**config.mk**
```make
export PLATFORM = sky130hd
export DESIGN_NAME = seg7_capture_decoder
export DESIGN_NICKNAME = d
export VERILOG_FILES = /design/src/rtl/seg7_capture_decoder.sv
export SDC_FILE = /design/constraint.sdc
export NUM_CORES = 1
export LEC_CHECK = 0
export ABC_AREA = 1
export BUFFER_PORTS_ARGS = -buffer_cell sky130_fd_sc_hd__buf_2
export CAP_MARGIN = 40
export CORE_ASPECT_RATIO = 0.9
export CORE_MARGIN = 8
export CORE_UTILIZATION = 58
export DETAILED_ROUTE_END_ITERATION = 10
export GPL_TIMING_DRIVEN = 0
export PLACE_DENSITY = 0.76
export SYNTH_ARGS = -nofsm -noshare
export SYNTH_HDL_FRONTEND = slang
export SYNTH_SLANG_ARGS = --single-unit
```
**constraint.sdc**
```tcl
create_clock -name clk -period 2.7 [get_ports clk]
set_clock_uncertainty 0.2 [all_clocks]
set_input_delay 0.135 -clock clk [delete_from_list [all_inputs] [get_ports clk]]
set_output_delay 0.135 -clock clk [all_outputs]
set_load 0.01 [all_outputs]
```
**src/rtl/seg7_capture_decoder.sv**
```systemverilog
// seg7_capture_decoder
// Captures an asynchronous 7-segment pattern, waits for it to be stable for
// STABLE_CYCLES synchronized samples, then decodes it once into a digit value
// with a one-cycle valid pulse, a blank/error level and a modulo-256 count.
// Optional feature: define SEG7_DEC_HEX_EN to also decode the hex letters A-F.

module seg7_capture_decoder #(
    parameter int STABLE_CYCLES = 4
) (
    input  logic       clk,
    input  logic       rst_n,
    input  logic [6:0] seg,
    output logic [3:0] digit,
    output logic       valid,
    output logic       blank,
    output logic       error,
    output logic [7:0] count
);

    localparam logic [3:0] RUN_MAX = 4'(STABLE_CYCLES);

    logic [6:0] sync_meta;
    logic [6:0] sync_seg;
    logic [6:0] prev_seg;
    logic [6:0] last_pat;
    logic [3:0] run;
    logic [3:0] run_next;
    logic       accept;
    logic       mapped;
    logic [3:0] dec_value;

    // Two-flop synchronizer; nothing downstream looks at seg directly.
    // NOTE: sequential state uses non-blocking assignments so every flop
    // samples the pre-edge value of its neighbours.
    always_ff @(posedge clk or negedge rst_n) begin
        if (!rst_n) begin
            sync_meta <= '0;
            sync_seg  <= '0;
        end else begin
            sync_meta <= seg;
            sync_seg  <= sync_meta;
        end
    end

    // Run length of the current synchronized sample, saturating at RUN_MAX.
    // NOTE: the default assignment first keeps this block free of latches.
    always_comb begin
        run_next = run;
        if (sync_seg != prev_seg) begin
            run_next = 4'd1;
        end else if (run != RUN_MAX) begin
            run_next = run + 4'd1;
        end
    end

    // Accept only on reaching the threshold with a pattern not already accepted.
    assign accept = (run_next == RUN_MAX) && (sync_seg != last_pat);

    // Segment pattern to digit lookup; mapped is low for undecodable patterns.
    always_comb begin
        mapped    = 1'b1;
        dec_value = 4'd0;
        case (sync_seg)
            7'h3F:        dec_value = 4'd0;
            7'h06:        dec_value = 4'd1;
            7'h5B:        dec_value = 4'd2;
            7'h4F:        dec_value = 4'd3;
            7'h66:        dec_value = 4'd4;
            7'h6D:        dec_value = 4'd5;
            7'h7D:        dec_value = 4'd6;
            7'h07, 7'h27: dec_value = 4'd7;
            7'h7F:        dec_value = 4'd8;
            7'h6F, 7'h67: dec_value = 4'd9;
`ifdef SEG7_DEC_HEX_EN
            7'h77:        dec_value = 4'hA;
            7'h7C:        dec_value = 4'hB;
            7'h39:        dec_value = 4'hC;
            7'h5E:        dec_value = 4'hD;
            7'h79:        dec_value = 4'hE;
            7'h71:        dec_value = 4'hF;
`endif
            default:      mapped = 1'b0;
        endcase
    end

    // Run tracking, acceptance bookkeeping and the registered outputs.
    always_ff @(posedge clk or negedge rst_n) begin
        if (!rst_n) begin
            prev_seg <= '0;
            run      <= '0;
            last_pat <= '0;
            digit    <= '0;
            valid    <= 1'b0;
            blank    <= 1'b1;
            error    <= 1'b0;
            count    <= '0;
        end else begin
            prev_seg <= sync_seg;
            run      <= run_next;
            valid    <= 1'b0;
            if (accept) begin
                last_pat <= sync_seg;
                if (sync_seg == 7'h00) begin
                    blank <= 1'b1;
                    error <= 1'b0;
                end else if (mapped) begin
                    digit <= dec_value;
                    valid <= 1'b1;
                    count <= count + 8'd1;
                    blank <= 1'b0;
                    error <= 1'b0;
                end else begin
                    blank <= 1'b0;
                    error <= 1'b1;
                end
            end
        end
    end

endmodule

```
* After elaboration in Yosys (flattened, before gate mapping)
Cells that the tools add are included.
** Storage, ports and cells
- Output and inout port bits :: 15
- Register bits :: 47
- Bits of input ports :: 9
- Word-level logic and storage cells :: 45
** Cells by class
- Equal/unequal tests :: 16
- Bitwise operators :: 1
- Muxes and demuxes :: 10
- Add/sub/neg operators :: 2
- Reductions and logical operators :: 6
** Operators with widths (number)
- == test 7 bit, second input constant :: 8
- one-hot mux 4 bit (9 select lines) :: 1
- == test 7 x 3 -> 1 bit, second input constant :: 2
- == test 7 x 6 -> 1 bit, second input constant :: 2
- inequality test 7 bit :: 2
- OR reduction 12 bit :: 1
- adder 8 x 1 -> 8 bit, second input constant :: 1
- two-way mux 4 bit :: 2
- logical NOT 7 bit :: 1
- two-way mux 1 bit :: 7
- adder 4 x 1 -> 4 bit, second input constant :: 1
- == test 4 x 3 -> 1 bit, second input constant :: 1
- inequality test 4 x 3 -> 1 bit, second input constant :: 1
- OR reduction 2 bit :: 2
- AND reduction 3 bit :: 1
- logical AND 1 bit :: 1
- NOT 1 bit :: 1

* Depth between registers and ports, before layout
- Depth in word-level cells :: 6
- Depth in mapped cells :: 14
- Gate-level depth less buffers :: 13

* Least setup slack after synthesis
Ideal clock, no wire load.
- Path type :: register to register
- From :: register run[0]
- To :: register count[2]
- Period minus slack after synthesis :: 1.947 ns
- Library setup time :: 0.117 ns
- Data required time :: 2.383 ns
- Setup slack :: 0.753 ns
- Data arrival time :: 1.630 ns
- Path buffers :: 0
- Cell stages (with the launch flop) :: 12
- Path through :: dfrtp_1 > inv_1 > ha_1 > nand3_1 > nand2_1 > nand2_1 > nor3_4 > nand3_1 > nor2_2 > nand3_1 > nand2_1 > nand2_1
** On the way
- Longest elaborated chain between the ends :: 6
- Elaborated cells on any way between the ends :: 7
- Classes of those cells :: add/sub (1); eq/ne (2); mux (2); reduce/logical (2)
** Ends and longest elaborated chain
- start: declaration :: RTL line 26 : logic [3:0] run;
- start signal: assignment :: RTL line 99 : run <= run_next;
- adder 4 x 1 -> 4 bit / inequality test 4 x 3 -> 1 bit (equally long branches) :: RTL line 52, 51
- two-way mux 4 bit (*) :: RTL line 51 : end else if (run != RUN_MAX) begin
- two-way mux 4 bit (*) :: RTL line 49 : if (sync_seg != prev_seg) begin
- == test 4 x 3 -> 1 bit (*) :: RTL line 57 : assign accept = (run_next == RUN_MAX) && (sync_seg != last_pat);
- logical AND 1 bit (*) :: RTL line 57
- AND reduction 3 bit (no source line) (*)
- end signal: assignment :: RTL line 109 : count <= count + 8'd1;
- end: declaration :: RTL line 17 : output logic [7:0] count
Mark *: on every way between the ends. The rest lies on a longest branch, timed or not.
A chain may end at the register's enable or synchronous reset.

* Worst setup path after layout
- From :: register run[0]
- To :: register digit[2]
** On the way
- Longest elaborated chain between the ends :: 6
- Elaborated cells on any way between the ends :: 7
- Classes of those cells :: add/sub (1); eq/ne (2); mux (2); reduce/logical (2)
** Ends and longest elaborated chain
- adder 4 x 1 -> 4 bit / inequality test 4 x 3 -> 1 bit (equally long branches) :: RTL line 52, 51
- two-way mux 4 bit (*) :: RTL line 51
- two-way mux 4 bit (*) :: RTL line 49
- == test 4 x 3 -> 1 bit (*) :: RTL line 57
- logical AND 1 bit (*) :: RTL line 57
- AND reduction 3 bit (no source line) (*)
- end signal: assignment :: RTL line 107 : digit <= dec_value;
- end: declaration :: RTL line 13 : output logic [3:0] digit,
Marks and branches as above.

==> flow_summary_export.csv <==
group,metric,value,unit
run_status,outcome,"completed",
critical_path,crit_buf_inv,2,
cells_and_area,final_layout_size_suffix_gt1_share,17.1,%
logic_synthesis,synth_top_cell_by_area,"dfrtp_1",
logic_synthesis,synth-main-ff-cell,"dfrtp_1",
drt,vias,1916,
critical_path,cp-start-kind,"register",
timing,tightest_slew,0.419,ns
floorplanning,die_y,76.7,um
cells_and_area,fin_area,2740,um^2
drt,routed_via_density,5.03,
logic_synthesis,synth_top_area_share,48.5,%
power_and_ir_drop,ir_drop,389,uV
placement,portBuffers,23,
critical_path,slowest_stage,"dfrtp_1",
critical_path,arrival,2.23,ns
cells_and_area,areaGrowthSynthToFinish,15.2,%
critical_path,path_max_fanout,6,
timing,setup_viol,0,
critical_path,endpoint_kind,"register",
placement,gp_congestion,0.834,
floorplanning,die_w,83.5,um
critical_path,worstPathCellList,"inv_1 -> ha_1 -> nand3_1 -> nand2_1 -> nand2_1 -> nor3_4 -> nand3_1 -> nor2_2 -> nand3_1 -> nand2_1 -> inv_1",
critical_path,worst_ep_required_time,2.70,ns
drt,drc,0,
clocking,htreeDepth,2,
timing,fin_hold_ws,0.139,ns
timing,hold_violations,0,
power_and_ir_drop,power.internal,0.000938,W
logic_synthesis,synthesis.nets,305,
timing,fmax,0.448,GHz
clocking,clock-sinks,47,
critical_path,cp_top_family,"simple AND/OR/NAND/NOR gates",
floorplanning,core-area,4020,um^2
timing,min_period_over_period,82.7,%
cells_and_area,final_util,68.1,%
global_routing,grt_pass1_vias,1836,
logic_synthesis,ys_warn_count,0,
power_and_ir_drop,seqPwrFrac,59.0,%
placement,dp.cells,365,
global_routing,grt_overflow,0,
drt,wirelength,4630,um
global_routing,grt_start_max_net_pins,30,
worst_hold_path,min_path_type,"input port to asynchronous set/reset pin",
power_and_ir_drop,p_leak,1.43,nW
clocking,cts_root_buffer,"clkbuf_8",
timing,rsz0062_at_grt,"false",
logic_synthesis,synthTopCellsByArea,"dfrtp_1 (48%), nand2_1 (14%), inv_1 (6.5%), nor2_1 (4.3%), nand3_1 (4.0%)",
timing,fin_crit,2.23,ns
logic_synthesis,synth-edff-count,0,
drt,first_pass_iters,4,
clocking,cts_tree,"yes",
logic_synthesis,avgSynthCellArea,8.11,um^2
clocking,cts_buffer_depth,2,
floorplanning,fp.dieArea,6400,um^2
critical_path,path_class,"register to register",
logic_synthesis,ys_ff_latch,47,
logic_synthesis,synth_area,2370,um^2
global_routing,grt_pass1_wl,8070,um
clocking,path_clk_slew,0.08,ns
clocking,cts_resized,0,
cells_and_area,stdcell_count,381,
drt,first_iter_violations,102,
clocking,clkLatencyLatePin,0.30,ns
floorplanning,rows,22,
logic_synthesis,synth_sequential_area_ratio,49.6,%
global_routing,grt_antenna_before_repair,0,
floorplanning,top_level_ports,24,
power_and_ir_drop,p_comb_share,8.1,%
timing,timing.final.max_slew_violations,0,
logic_synthesis,synth_cell_types,31,
logic_synthesis,synth_cells,293,
timing,slew_headroom,71.9,%
floorplanning,initial_core_util,59.1,%
cells_and_area,diodes,0,
power_and_ir_drop,p_switching,0.000300,W
power_and_ir_drop,switching_share,24.3,%
drt,avgRoutedWirePerCell,12.2,um
drt,drtAntennaViolNets,0,
critical_path,max_stage_delay,0.41,ns
timing,finalSetupTns,0,ns
logic_synthesis,ys_top_cells_by_count,"nand2_1 (91), dfrtp_1 (46), inv_1 (41)",
logic_synthesis,synthArstFlopShare,100,%
cells_and_area,nets,344,
power_and_ir_drop,pwr-share-clk,32.9,%
job,maxCapViolCount,0,
logic_synthesis,synth_most_common_cell,"nand2_1",
global_routing,grtUsageTotal,15.0,%
clocking,cts_inserted_buffers,5,
placement,dp_hpwl,3440,um
power_and_ir_drop,pwr_density_cell,453,nW/um^2
placement,postPlaceCellArea,2570,um^2
stage by stage:
step	total power (W)	worst slack [ns]
after CTS	0.00125	0.489
after detailed placement	0.000837	0.544
after floorplan	0.000799	0.753
after global placement	0.000830	0.558
after global routing	0.00129	0.291
final	0.00124	0.467
cell families after synthesis:
| logic type | count (synthesis) | share of synthesized area (%) |
|---|---|---|
| simple gates | 166 | 32.7 |
| fa+ha+maj | 3 | 1.58 |
| xor+xnor | 9 | 3.32 |
| compound gates | 15 | 3.32 |
| buf+inv | 53 | 9.54 |
| flops | 47 | 49.6 |
state kept, by name, indices dropped and copies added (netlist names):
| register | flops |
|---|---|
| error | 1 |
| count | 8 |
| blank | 1 |
| last_pat | 7 |
| sync_seg | 7 |
| valid | 1 |
| run | 4 |
| sync_meta | 7 |
| digit | 4 |
| prev_seg | 7 |
metal layers:
layer / part of all wire, % / vias to the layer above / GRT usage, %
li1: - / 990 / -
met3: 4.3 / 7 / 3.70
met4: 1.2 / 0 / 5.52
met5: 0 / - / 0
met2: 48 / 45 / 24.8
met1: 46 / 874 / 18.5
final timing paths:
path	start	slack, ns	to	cells after the start
min	rst_n	0.14	sync_seg[3]$_DFF_PN0_	2
min in group clk	sync_meta[2]$_DFF_PN0_	0.15	sync_seg[2]$_DFF_PN0_	0
max	run[0]$_DFF_PN0_	0.47	digit[2]$_DFFE_PN0P_	11
max in group asynchronous	rst_n	1.59	blank$_DFFE_PN1P_	3
max reg2reg	run[0]$_DFF_PN0_	0.47	digit[2]$_DFFE_PN0P_	11
min reg2reg	sync_meta[2]$_DFF_PN0_	0.15	sync_seg[2]$_DFF_PN0_	0
power groups by stage:
| stage | sequential (W) | combinational, W | clock, W |
|---|---|---|---|
| finish | 0.000731 | 0.000101 | 0.000407 |
| global route | 0.000733 | 0.000114 | 0.000442 |
| CTS | 0.000731 | 0.000101 | 0.000421 |
| detailed placement | 0.000745 | 0.0000914 | 0 |
| global placement | 0.000744 | 0.0000857 | 0 |
| floorplan | 0.000742 | 0.0000567 | 0 |
final cells by class:
type	count	area (um^2)
multi-input combinational	193	971
clock buffer	6	72.6
inverter	46	178
sequential	47	1180
buffer	7	48.8
timing repair buffer	32	215
fill	328	1280
tap	48	60.1
clock inverter	2	12.5
layout by cell type, fill, tap and decap left out, types with 2 or more instances in the layout:
cell	n
buf_4	3
nand2_2	4
dlygate4sd3_1	8
nor2_1	27
nand4_1	13
a21oi_1	2
inv_1	41
nor2_2	2
xnor2_1	8
ha_1	3
inv_2	4
nand2_1	91
clkbuf_8	5
buf_2	26
dfrtp_1	46
o21ai_0	11
nand3_1	19
repair_timing:
action,in CTS,in global routing
endpoints found under the hold margin,53,0
hold buffers,8,0
buffers inserted,0,0
Power figures use the tool's default switching activity.
